**src/rtl/cnn_layer_2_bias_relu_pool_pkg.sv**
```systemverilog
// Layer-2 shared constants for the bias/ReLU/requant/pool stage.
// Derived widths are computed from the base constants.
package cnn_layer_2_bias_relu_pool_pkg;

  localparam int L2_ACI_BW = 22;
  localparam int L2_B_BW   = 16;
  localparam int L2_O_F_BW = 8;
  localparam int L2_SHIFT  = 6;
  localparam int L2_IN_W   = 12;
  localparam int L2_IN_H   = 12;
  localparam int L2_COL_BW = $clog2(L2_IN_W);
  localparam int L2_ROW_BW = $clog2(L2_IN_H);

  // Row-buffer address width. A 2-pixel-wide map still needs a 1-bit address.
  function automatic int addr_bw(input int in_w);
    return (in_w > 2) ? $clog2(in_w / 2) : 1;
  endfunction

endpackage

```
**src/rtl/cnn_layer_2_bias_relu_pool_row_buffer.sv**
```systemverilog
// One-row store of horizontal pool maxima from even rows.
// Synchronous write, combinational read, storage is not reset.
module pool_row_buffer #(
  parameter int DEPTH   = 6,
  parameter int DATA_BW = 8,
  parameter int ADDR_BW = 3
) (
  input  logic               clk,
  input  logic               we,
  input  logic [ADDR_BW-1:0] waddr,
  input  logic [DATA_BW-1:0] wdata,
  input  logic [ADDR_BW-1:0] raddr,
  output logic [DATA_BW-1:0] rdata
);

  logic [DATA_BW-1:0] mem [DEPTH];

  always_ff @(posedge clk) begin
    if (we) mem[waddr] <= wdata;
  end

  assign rdata = mem[raddr];

endmodule

```
**src/rtl/cnn_layer_2_bias_relu_pool.sv**
```systemverilog
// CNN layer-2 post-accumulation: bias add, ReLU, shift requantization with
// unsigned saturation, then 2x2/stride-2 max pooling over raster input.
module cnn_layer_2_bias_relu_pool
  import cnn_layer_2_bias_relu_pool_pkg::*;
#(
  parameter int ACI_BW = L2_ACI_BW,
  parameter int B_BW   = L2_B_BW,
  parameter int O_F_BW = L2_O_F_BW,
  parameter int SHIFT  = L2_SHIFT,
  parameter int IN_W   = L2_IN_W,
  parameter int IN_H   = L2_IN_H
) (
  input  logic              clk,
  input  logic              rst_n,
  input  logic              soft_rst,
  input  logic [B_BW-1:0]   bias,
  input  logic              in_valid,
  input  logic [ACI_BW-1:0] in_sum,
  output logic              out_valid,
  output logic [O_F_BW-1:0] out_data,
  output logic              frame_done
);

  localparam int COL_BW  = $clog2(IN_W);
  localparam int ROW_BW  = $clog2(IN_H);
  localparam int ADDR_BW = addr_bw(IN_W);
  localparam int SUM_BW  = ACI_BW + 1;

  logic [SUM_BW-1:0]  s;
  logic [SUM_BW-1:0]  sh;
  logic [O_F_BW-1:0]  q_next;
  logic [O_F_BW-1:0]  q_r;
  logic               s1_valid;

  logic [COL_BW-1:0]  col;
  logic [ROW_BW-1:0]  row;
  logic [O_F_BW-1:0]  pair_reg;
  logic [O_F_BW-1:0]  hmax_next;
  logic [O_F_BW-1:0]  hmax_r;
  logic               h_valid;
  logic               h_even_row;
  logic               h_last;
  logic [ADDR_BW-1:0] h_addr;
  logic [O_F_BW-1:0]  buf_rdata;
  logic [O_F_BW-1:0]  vmax;
  logic               buf_we;
  logic               emit;

  // Negative sums take the ReLU path, so a logical shift of s suffices.
  always_comb begin
    s  = {in_sum[ACI_BW-1], in_sum} + {{(SUM_BW-B_BW){bias[B_BW-1]}}, bias};
    sh = s >> SHIFT;
    if (s[SUM_BW-1])              q_next = '0;
    else if (|sh[SUM_BW-1:O_F_BW]) q_next = '1;
    else                           q_next = sh[O_F_BW-1:0];
  end

  always_ff @(posedge clk or negedge rst_n) begin
    if (!rst_n) begin
      q_r      <= '0;
      s1_valid <= 1'b0;
    end else if (soft_rst) begin
      s1_valid <= 1'b0;
    end else begin
      s1_valid <= in_valid;
      if (in_valid) q_r <= q_next;
    end
  end

  assign hmax_next = (q_r > pair_reg) ? q_r : pair_reg;

  // Horizontal max is registered so the vertical stage lands two edges after the input.
  always_ff @(posedge clk or negedge rst_n) begin
    if (!rst_n) begin
      col        <= '0;
      row        <= '0;
      pair_reg   <= '0;
      hmax_r     <= '0;
      h_valid    <= 1'b0;
      h_even_row <= 1'b0;
      h_last     <= 1'b0;
      h_addr     <= '0;
    end else if (soft_rst) begin
      col      <= '0;
      row      <= '0;
      pair_reg <= '0;
      h_valid  <= 1'b0;
    end else begin
      h_valid <= 1'b0;
      if (s1_valid) begin
        if (!col[0]) begin
          pair_reg <= q_r;
        end else begin
          hmax_r     <= hmax_next;
          h_valid    <= 1'b1;
          h_even_row <= !row[0];
          h_addr     <= ADDR_BW'(col >> 1);
          h_last     <= (row == ROW_BW'(IN_H - 1)) && (col == COL_BW'(IN_W - 1));
        end
        if (col == COL_BW'(IN_W - 1)) begin
          col <= '0;
          row <= (row == ROW_BW'(IN_H - 1)) ? '0 : row + ROW_BW'(1);
        end else begin
          col <= col + COL_BW'(1);
        end
      end
    end
  end

  assign buf_we = h_valid && h_even_row && !soft_rst;
  assign emit   = h_valid && !h_even_row;
  assign vmax   = (buf_rdata > hmax_r) ? buf_rdata : hmax_r;

  pool_row_buffer #(
    .DEPTH   (IN_W / 2),
    .DATA_BW (O_F_BW),
    .ADDR_BW (ADDR_BW)
  ) u_row_buffer (
    .clk   (clk),
    .we    (buf_we),
    .waddr (h_addr),
    .wdata (hmax_r),
    .raddr (h_addr),
    .rdata (buf_rdata)
  );

  always_ff @(posedge clk or negedge rst_n) begin
    if (!rst_n) begin
      out_valid  <= 1'b0;
      out_data   <= '0;
      frame_done <= 1'b0;
    end else if (soft_rst) begin
      out_valid  <= 1'b0;
      frame_done <= 1'b0;
    end else begin
      out_valid  <= emit;
      frame_done <= emit && h_last;
      if (emit) out_data <= vmax;
    end
  end

endmodule

```
**config.mk**
```make
export PLATFORM = sky130hd
export DESIGN_NAME = cnn_layer_2_bias_relu_pool
export DESIGN_NICKNAME = d
export VERILOG_FILES = /design/src/rtl/cnn_layer_2_bias_relu_pool_pkg.sv /design/src/rtl/cnn_layer_2_bias_relu_pool_row_buffer.sv /design/src/rtl/cnn_layer_2_bias_relu_pool.sv
export SDC_FILE = /design/constraint.sdc
export NUM_CORES = 1
export LEC_CHECK = 0
export ABC_AREA = 0
export BUFFER_PORTS_ARGS = -buffer_cell sky130_fd_sc_hd__buf_2
export CAP_MARGIN = 30
export CORE_UTILIZATION = 55
export CTS_CLUSTER_DIAMETER = 50
export DETAILED_ROUTE_END_ITERATION = 7
export PLACE_DENSITY = 0.73
export SKIP_CTS_REPAIR_TIMING = 1
export SLEW_MARGIN = 20
export SYNTH_ARGS = -nofsm -noshare
export SYNTH_HDL_FRONTEND = slang
export SYNTH_SLANG_ARGS = --single-unit
```
**constraint.sdc**
```tcl
create_clock -name clk -period 4 [get_ports clk]
set_clock_uncertainty 0.05 [all_clocks]
set_input_delay 0.8 -clock clk [delete_from_list [all_inputs] [get_ports clk]]
set_output_delay 0.8 -clock clk [all_outputs]
set_load 0.005 [all_outputs]
```
==> summary.txt <==
STA
  • Fin crit share: 89.6%
  • Setup TNS: 0 ns
  • Relative slew slack: 38.0%
  • Setup violations, final: 0
  • RSZ-0062 raised after global routing: false
  • Final Hold Fails: 0
  • Fmax: 0.279 GHz
  • Worst Max-Slew Pin Slew: 0.921 ns
  • Slew Limit Fails: 0
  • Final Critical Period: 3.58 ns

Pwr
  • Sequential Power Share: 49.3%
  • Leak: 2.67 nW
  • Clock Power Share: 22.0%
  • Sw frac: 35.5%
  • Pwr Density: 428 nW/um2
  • Switching power: 0.000961 W
  • Combinational Power Share: 28.7%
  • Internal cell power: 0.00174 W
  • Peak VDD IR: 207 uV
  • Total Power: 0.00271 W

Clock network
  • Clock Sinks: 97
  • Worst skew pair latency: 0.37 ns
  • CTS tree: done
  • Clock Tree Buf Depth: 2
  • Num CTS Buffers: 9
  • Clock Pin Slew Worst Setup and Hold Paths: 0.10 ns
  • CTS root buf: clkbuf_8
  • H-tree lvl count: 3

Global routing
  • First-pass GRT wire length: 21500 um
  • Vias in the first global route: 4537
  • Largest net degree at the start of global routing: 28
  • Tot GR Track Use: 24.8%
  • Initial antenna violation count: 0
  • Gr ovfl total: 0

Job
  • Max Cap Viol: 0

Layout
  • Non-filler cells in the finished layout: 764
  • # fillers: 855
  • Most frequent cells in the layout: nand2_1 (56), a21oi_1 (52), buf_2 (51), dfrtp_1 (49), edfxtp_1 (48)
  • Commonest non-fill, non-tap cell in the layout: nand2_1
  • Layout cells sized above 1: 14.5%
  • Area growth from synthesis to layout: 9.74%
  • Antenna diodes: 0
  • Biggest register: u_row_buffer.mem
  • Max reg flops: 48
  • Nets: 704

Worst setup path
  • Worst stage delay on the critical path: 0.58 ns
  • Critical path cell sequence: inv_1 -> mux4_2 -> ha_1 -> nor2b_1 -> o21a_1 -> o21a_1 -> o21ai_0 -> or3b_1 -> a21o_1 -> a31o_2
  • Bufs and invs on worst path: 1
  • CP dominant cell by count: o21a_1
  • Top delay family on crit path: compound AO/OA/AOI/OAI gates
  • Startpoint Class: flop
  • Slowest CP cell: dfrtp_1
  • WP data required: 4.21 ns
  • Critical path class: flop to flop
  • Crit path capture type: flop
  • CP arrival: 3.79 ns
  • Critical Path Fanout Max: 17

Detailed routing
  • Pre-antenna DRT Iters: 5
  • DRC viols: 0
  • DR WL/cell: 16.9 um
  • Vias: 4596
  • First DRT Iteration DRCs: 292
  • Final ANT Viol Nets: 0
  • Vias per inst: 6.02
  • Routed Wire Length: 12900 um

Yosys
  • Mapped Cells: 582
  • Cell Area, Synth: 5770 um2
  • Syn_nets: 663
  • Post-synthesis register bit count: 97
  • Post-synthesis sequential area ratio: 46.3%
  • Number of synthesis warnings: 0
  • Netlist cell types: 65
  • Main synth FF type: dfrtp_1
  • Post-synth EDFFs: 48
  • Asr flop ratio synth: 50.5%
  • Synth Area per Inst: 9.91 um2

Placement
  • Placed cells: 747
  • PortBufs: 51
  • Placer Congestion: 0.870
  • Post-DP HPWL: 9650 um

Status
  • Status: finished clean

Min path
  • Hold Path Class: input port to async pin

Floorplan
  • Die X: 104 um
  • FP Rows: 37
  • Starting density of the core: 56.4%
  • CORE AREA: 10200 um2
  • Io pins: 52
  • Die area: 10900 um2
  • Chip Height: 104 um
[worst paths after layout]
kind	start	endpoint	slack, ns	cells past startpoint
setup / recovery	h_addr[0]$_DFFE_PN0P_	out_data[0]$_DFFE_PN0P_	0.42	10
hold / removal	rst_n	h_addr[1]$_DFFE_PN0P_	0.36	1
setup reg to reg	h_addr[0]$_DFFE_PN0P_	out_data[0]$_DFFE_PN0P_	0.42	10
hold reg to reg	out_data[5]$_DFFE_PN0P_	out_data[5]$_DFFE_PN0P_	0.43	2
max in group asynchronous	rst_n	hmax_r[2]$_DFFE_PN0P_	2.99	2
min in group clk	out_data[5]$_DFFE_PN0P_	out_data[5]$_DFFE_PN0P_	0.43	2
[Yosys cell counts, drive strengths merged, types with 11 or more instances]
master | n | share of area [%]
nand2 | 56 | 3.6
nor2 | 38 | 2.5
dfrtp | 49 | 21
inv | 28 | 1.8
and3 | 11 | 1.2
a31oi | 15 | 1.6
edfxtp | 48 | 25
o21a | 11 | 1.5
clkbuf | 22 | 1.5
ha | 39 | 8.5
a21oi | 52 | 4.5
nor3 | 16 | 1.4
nand3 | 20 | 1.7
o31ai | 11 | 1.5
o21ai | 32 | 2.8
[logic make-up (layout without fill, tap and decap cells)]
group                    Yosys count  in the layout  synth area share [%]
buffers and inverters             56            102                  3.82
XOR/XNOR                           8              8                  1.22
multiplexers                      17             17                  3.49
AO/OA/AOI/OAI                    179            179                  20.4
flip-flops                        97             97                  46.3
AND/OR/NAND/NOR                  186            186                  16.3
adder cells (fa/ha/maj)           39             39                  8.46
[metal layers]
metal  vias to the layer above  GRT usage [%]  wire length [um]
li1                       2281              -                 -
met1                      2181           32.5              5740
met2                       115           41.6              6360
met3                        19           4.26               557
met4                         0           8.47               233
met5                         -              0                 0
[power groups by stage]
| stage | Clock [W] | Sequential, W | Combinational (W) |
|---|---|---|---|
| 2_1_floorplan | 0 | 0.00128 | 0.000585 |
| 3_3_place_gp | 0 | 0.00134 | 0.000734 |
| 3_5_place_dp | 0 | 0.00135 | 0.000767 |
| 4_1_cts | 0.000609 | 0.00133 | 0.000772 |
| 5_1_grt | 0.000651 | 0.00135 | 0.000871 |
| 6_report | 0.000596 | 0.00133 | 0.000775 |
[final cells by class]
| class | count | area, um2 | share of cell area, % |
|---|---|---|---|
| clock buffer | 9 | 124 | 1.96 |
| clock inverter | 7 | 60.1 | 0.949 |
| inverter | 28 | 105 | 1.66 |
| multi-input combinational | 429 | 2880 | 45.6 |
| sequential | 97 | 2670 | 42.2 |
| tap | 136 | 170 | 2.69 |
| timing repair buffer | 58 | 318 | 5.02 |
[worst register-to-register path: stages, from the launching register on]
cell     delay [ns]
dfrtp_1        0.58
inv_1          0.40
mux4_2         0.58
ha_1           0.30
nor2b_1        0.13
o21a_1         0.17
o21a_1         0.16
o21ai_0        0.17
or3b_1         0.52
a21o_1         0.21
a31o_2         0.22
[through the flow]
step | area, um2 | hold slack (ns) | util (%) | setup slack, ns
after floorplan | 5770 | 0.392 | - | 0.597
after global placement | 6110 | 0.407 | 59.8 | 0.593
after detailed placement | 6140 | 0.411 | 60.0 | 0.479
after CTS | 6320 | 0.371 | 61.8 | 0.458
after global routing | 6330 | 0.395 | 61.8 | 0.192
final | 6330 | 0.358 | 61.8 | 0.418
Power figures use the tool's default switching activity.
